File: src/rtl/bscac7_pkg.sv
// Shared BSCAC7 definitions: bus geometry, bus state type and the reset bus state
// that both encoder and decoder start from.
package bscac7_pkg;

  localparam int BSCAC7_WIRES = 7;
  localparam int BSCAC7_STSVS = 6;

  // Index 0 is the DTSV, indices 1..6 are the STSV lanes.
  typedef logic [0:BSCAC7_WIRES-1] bscac7_bus_t;

  localparam bscac7_bus_t BSCAC7_BUS_RST = 7'b0;

endpackage

File: src/rtl/bscac7_free_flag_calc.sv
// Combinational free-lane flags for one BSCAC7 transition prev -> cur.
// Same equations as the encoder, so either side can use it.
module bscac7_free_flag_calc
  import bscac7_pkg::*;
(
  input  bscac7_bus_t                prev,
  input  bscac7_bus_t                cur,
  output logic [1:BSCAC7_STSVS]      free_flag
);

  logic [0:BSCAC7_WIRES-1] x;
  logic [1:BSCAC7_STSVS]   p;

  always_comb begin
    x = ~(prev ^ cur);
    p = '0;
    for (int k = 1; k <= BSCAC7_STSVS; k++) begin
      p[k] = ~(prev[0] ^ prev[k]);
    end
  end

  // x[0] set means the DTSV held its level; lane 1 is then unconditionally free.
  always_comb begin
    free_flag = '1;
    if (x[0]) begin
      for (int k = 2; k <= BSCAC7_STSVS; k++) begin
        free_flag[k] = ~(prev[k] ^ prev[k-1]) | x[k-1];
      end
    end else begin
      free_flag[1] = p[1] | (~p[6] & ~p[2]) | (p[6] & p[2] & x[6] & x[2]);
      for (int k = 2; k <= BSCAC7_STSVS - 1; k++) begin
        free_flag[k] = p[k] | (~p[k-1] & ~p[k+1]) | (~p[k-1] & ~x[k-1])
                     | (p[k-1] & p[k+1] & x[k-1] & x[k+1]);
      end
      free_flag[6] = p[6] | (~p[5] & ~p[1]) | (~p[5] & ~x[5]) | (~p[1] & ~x[1])
                   | (p[5] & p[1] & x[5] & x[1]);
    end
  end

endmodule

File: src/rtl/bscac7_lane_fifo.sv
// Single-bit lane FIFO; a push into a full FIFO is accepted only alongside a pop.
module bscac7_lane_fifo #(
  parameter int DEPTH = 4
) (
  input  logic clk,
  input  logic rst,
  input  logic push,
  input  logic din,
  input  logic pop,
  output logic dout,
  output logic empty,
  output logic full,
  output logic overflow
);

  localparam int AW = $clog2(DEPTH);
  localparam int CW = AW + 1;

  logic [DEPTH-1:0] mem;
  logic [AW-1:0]    wr_ptr;
  logic [AW-1:0]    rd_ptr;
  logic [CW-1:0]    count;
  logic             do_push;
  logic             do_pop;

  assign empty    = (count == '0);
  assign full     = (count == CW'(DEPTH));
  assign do_pop   = pop & ~empty;
  assign do_push  = push & (~full | do_pop);
  assign overflow = push & full & ~do_pop;
  // Head is forced low when empty so an idle word reads as all zeros.
  assign dout     = ~empty & mem[rd_ptr];

  always_ff @(posedge clk) begin
    if (rst) begin
      wr_ptr <= '0;
      rd_ptr <= '0;
      count  <= '0;
    end else begin
      if (do_push) begin
        mem[wr_ptr] <= din;
        wr_ptr      <= wr_ptr + AW'(1);
      end
      if (do_pop) begin
        rd_ptr <= rd_ptr + AW'(1);
      end
      if (do_push && !do_pop) begin
        count <= count + CW'(1);
      end else if (do_pop && !do_push) begin
        count <= count - CW'(1);
      end
    end
  end

endmodule

File: src/rtl/bscac7_dec_lane_unpack.sv
// BSCAC7 receive lane unpacker: pushes each free lane bit of a received bus
// state into its lane FIFO and emits a 7-bit word once every lane has a bit.
module bscac7_dec_lane_unpack
  import bscac7_pkg::*;
#(
  parameter int FIFO_DEPTH = 4
) (
  input  logic                     clk,
  input  logic                     rst,
  input  logic                     bus_valid,
  input  bscac7_bus_t              bus_state,
  output logic                     word_valid,
  input  logic                     word_ready,
  output bscac7_bus_t              word_data,
  output logic [1:BSCAC7_STSVS]    lane_free,
  output logic [0:BSCAC7_WIRES-1]  lane_full,
  output logic                     err_overflow,
  output logic                     err_protocol
);

  bscac7_bus_t               prev;
  logic [1:BSCAC7_STSVS]     free_flag;
  logic [0:BSCAC7_WIRES-1]   push_lane;
  logic [0:BSCAC7_WIRES-1]   fifo_empty;
  logic [0:BSCAC7_WIRES-1]   fifo_ovf;
  logic                      pop;
  logic                      proto_hit;

  bscac7_free_flag_calc u_free_flag_calc (
    .prev      (prev),
    .cur       (bus_state),
    .free_flag (free_flag)
  );

  // Lane 0 (DTSV) is always free.
  assign push_lane  = {bus_valid, {BSCAC7_STSVS{bus_valid}} & free_flag};
  assign word_valid = ~|fifo_empty;
  assign pop        = word_valid & word_ready;
  assign proto_hit  = bus_valid &
                      (|(~free_flag & (prev[1:BSCAC7_STSVS] ^ bus_state[1:BSCAC7_STSVS])));

  for (genvar i = 0; i < BSCAC7_WIRES; i++) begin : g_lane
    bscac7_lane_fifo #(
      .DEPTH (FIFO_DEPTH)
    ) u_lane_fifo (
      .clk      (clk),
      .rst      (rst),
      .push     (push_lane[i]),
      .din      (bus_state[i]),
      .pop      (pop),
      .dout     (word_data[i]),
      .empty    (fifo_empty[i]),
      .full     (lane_full[i]),
      .overflow (fifo_ovf[i])
    );
  end

  always_ff @(posedge clk) begin
    if (rst) begin
      prev         <= BSCAC7_BUS_RST;
      lane_free    <= '1;
      err_overflow <= 1'b0;
      err_protocol <= 1'b0;
    end else begin
      if (bus_valid) begin
        prev      <= bus_state;
        lane_free <= free_flag;
      end
      err_overflow <= err_overflow | (|fifo_ovf);
      err_protocol <= err_protocol | proto_hit;
    end
  end

endmodule

File: config.mk
export PLATFORM = sky130hd
export DESIGN_NAME = bscac7_dec_lane_unpack
export DESIGN_NICKNAME = d
export VERILOG_FILES = /design/src/rtl/bscac7_pkg.sv /design/src/rtl/bscac7_free_flag_calc.sv /design/src/rtl/bscac7_lane_fifo.sv /design/src/rtl/bscac7_dec_lane_unpack.sv
export SDC_FILE = /design/constraint.sdc
export NUM_CORES = 1
export LEC_CHECK = 0
export CORE_ASPECT_RATIO = 1.1
export CORE_MARGIN = 10
export CORE_UTILIZATION = 25
export DETAILED_ROUTE_END_ITERATION = 16
export HOLD_SLACK_MARGIN = 0.05
export SLEW_MARGIN = 20
export SYNTH_ARGS = -nofsm -noshare
export SYNTH_HDL_FRONTEND = slang
export SYNTH_SLANG_ARGS = --single-unit
File: constraint.sdc
create_clock -name clk -period 3.89 [get_ports clk]
set_input_delay 0.5835 -clock clk [delete_from_list [all_inputs] [get_ports clk]]
set_output_delay 0.5835 -clock clk [all_outputs]
set_load 0.05 [all_outputs]
==> flow_summary.json <==
{
  "post_cts_buffers": 0,
  "p_leak_nw": 2.39,
  "start_util": 0.253,
  "holdWs_ns": 0.473,
  "drive_above_1_share": 0.104,
  "cp-end-kind": "register",
  "placed_cells": 843,
  "min_period_ns": 3.34,
  "cpLargestDelayFamily": "simple AND/OR/NAND/NOR gates",
  "powerDensity_nw_per_um2": 490,
  "fin_cells": 859,
  "yosys-top-cells-area": "dfxtp_1 24%, edfxtp_1 16%, ha_1 8.2%, nor2_1 4.4%, xor2_1 4.1%",
  "cts-htree-levels": 3,
  "multi_input_area_um2": 2870,
  "ys_types": 60,
  "grt_pass1_wl_um": 19100,
  "antenna_cells": 0,
  "slew_violations": 0,
  "overflow": 0,
  "dp_hpwl_um": 8700,
  "first_pass_iters": 4,
  "async_reset_ff_frac": 0,
  "synth_top_area_frac": 0.238,
  "crit_path_start": "g_lane[0].u_lane_fifo.count[0]",
  "topRoutingLayerUsed": "met4",
  "die_x_um": 160,
  "hold_viol": 0,
  "wl_met1_um": 5220,
  "synthToLayoutAreaGrowth_pct": 16.8,
  "port_buffers": 33,
  "path_class": "register to register",
  "max_slew_margin": 0.475,
  "grt_pass1_vias": 3524,
  "vias": 3623,
  "cpMaxStageDelayCell": "nor4_2",
  "hold_buffers": 0,
  "synth_edf_count": 28,
  "fmax_mhz": 300,
  "rows": 56,
  "ir_drop_mv": 0.186,
  "drtIter0Drc": 157,
  "io_pins": 34,
  "fillers": 2234,
  "status": "completed",
  "worst_ep_required_time_ns": 4.16,
  "ant_nets": 0,
  "hold_path_startpoint": "lane_free[6]",
  "wire_per_inst_um": 13.5,
  "synth_area_um2": 5370,
  "crit_path_start_kind": "register",
  "period_share": 0.858,
  "cts_tree": "done",
  "grt_max_degree": 67,
  "vias_per_cell": 4.22,
  "wl_met2_um": 5730,
  "yosysTopAreaCell": "dfxtp_1",
  "worstPathArrival_ns": 3.61,
  "finalClockSkew_ns": 0.00762,
  "syn_inst": 538,
  "dieHeight_um": 174,
  "rsz0062_at_grt": "no",
  "tightest_slew_ns": 0.786,
  "met3WireLength_um": 366,
  "worstPathMaxFanout": 9,
  "cts_buffers": 9,
  "ys_warn_count": 0,
  "ys_seq_area_frac": 0.395,
  "drt-total-wl_um": 11600,
  "clk_latency_ns": 0.35,
  "path_buf_inv": 3,
  "hold_class": "register to register",
  "reg2reg_from": "g_lane[0].u_lane_fifo.count[0]",
  "fin_setup_tns_ns": 0,
  "yosys.cell_count.top_type": "dfxtp_1",
  "cap_violations": 0,
  "setup_violations": 0,
  "dieArea_um2": 27800,
  "ys_ff_latch": 92,
  "path_cells": "nor3_1 > buf_4 > nor4_2 > and2_1 > inv_4 > a2111oi_4 > ha_1 > inv_1 > fa_1 > xor2_1 > or3_1 > a21oi_1",
  "place_congestion": 0.800,
  "clk_path_buf_depth": 2,
  "core_um2": 21200,
  "clk_pin_slew_ns": 0.07,
  "drc": 0,
  "ctsResizeCount": 0,
  "syn_avg_cell_area_um2": 9.99,
  "seqCellArea_um2": 2120,
  "syn_nets": 591,
  "cts_sinks": 92,
  "synthTopCellsByCount": "64 x dfxtp_1, 63 x nor2_1, 36 x inv_1",
  "cts_root_buf": "clkbuf_16",
  "critPathMaxStageDelay_ns": 0.49,
  "layout.nets": 617,
  "grtUsageTotal": 0.0861,
  "synthFlopType": "dfxtp_1",
  "antenna_found_initial": 0
}
## layout by cell type (no fill, tap or decap), drive strengths merged, types with 2 or more instances in the layout
| cell type | count |
|---|---|
| mux4 | 7 |
| nor2 | 63 |
| fa | 7 |
| xnor2 | 16 |
| a21oi | 18 |
| a22oi | 3 |
| a2111oi | 4 |
| and2 | 31 |
| buf | 22 |
| o211a | 2 |
| and2b | 2 |
| o21ai | 20 |
| o211ai | 2 |
| nor3b | 12 |
| clkinv | 4 |
| a211oi | 7 |
| nor4b | 2 |
| mux2i | 21 |
| edfxtp | 28 |
| inv | 37 |
| nand2b | 10 |
| clkbuf | 10 |
| dfxtp | 64 |
| nand3 | 6 |
| and3b | 2 |
| clkdlybuf4s50 | 32 |
| nand2 | 17 |
| or3 | 10 |
| o32ai | 2 |
| xor2 | 25 |
| nor2b | 16 |
| ha | 35 |
| o21bai | 2 |
| a211o | 5 |
| nor3 | 9 |
## flip-flops by register name, summed over array words and instances (netlist names)
name	cells
err_overflow	1
g_lane.u_lane_fifo.mem	28
g_lane.u_lane_fifo.rd_ptr	14
err_protocol	1
g_lane.u_lane_fifo.count	21
prev	7
lane_free	6
g_lane.u_lane_fifo.wr_ptr	14
## worst paths after layout
check	endpoint	slack, ns	cells after the start
max	g_lane[5].u_lane_fifo.count[2]	0.55	12
min	lane_free[6]	0.47	2
max reg2reg	g_lane[5].u_lane_fifo.count[2]	0.55	12
min reg2reg	lane_free[6]	0.47	2
## routing by layer
metal	up-vias	GRT usage
met1	1715	0.0999
li1	1858	-
met5	-	0
met3	14	0.0226
met2	36	0.147
met4	0	0.0356
## per-stage QoR
step	worst slack, ns	total power (W)	util	area (um^2)
3_5_place_dp	0.294	0.00224	0.282	5980
5_1_grt	0.300	0.00329	0.296	6280
4_1_cts	0.537	0.00312	0.296	6280
2_1_floorplan	0.840	0.00198	-	5370
3_3_place_gp	0.304	0.00223	0.282	5980
6_report	0.551	0.00307	0.296	6280
## power breakdown
group          internal (W)  switching, W
clock network      0.000498      0.000371
registers           0.00111      0.000127
logic              0.000403      0.000568
total               0.00201       0.00107
## final cells by class
class                      instances  area share
multi-input combinational        370       0.458
clock inverter                     6      0.0104
timing repair buffer              54      0.0770
sequential                        92       0.338
clock buffer                      10      0.0365
tap                              290      0.0578
inverter                          37      0.0225
## kinds of logic (layout without fill, tap and decap cells)
kind of cell	count (synthesis)	after routing	synth area share
AO/OA/AOI/OAI	72	72	0.105
XOR/XNOR	41	41	0.0668
adder cells (fa/ha/maj)	42	42	0.108
buffers and inverters	76	107	0.0703
flip-flops	92	92	0.395
multiplexers	28	28	0.0685
AND/OR/NAND/NOR	187	187	0.187
## worst register-to-register path, delay by kind of cell, from the launching register on
kind            cells  cell delay (ns)
simple gates        4             1.16
flops               1             0.42
fa+ha+maj           2             0.63
compound gates      2             0.56
xor+xnor            1             0.18
buf+inv             3             0.34
Power figures use the tool's default switching activity.
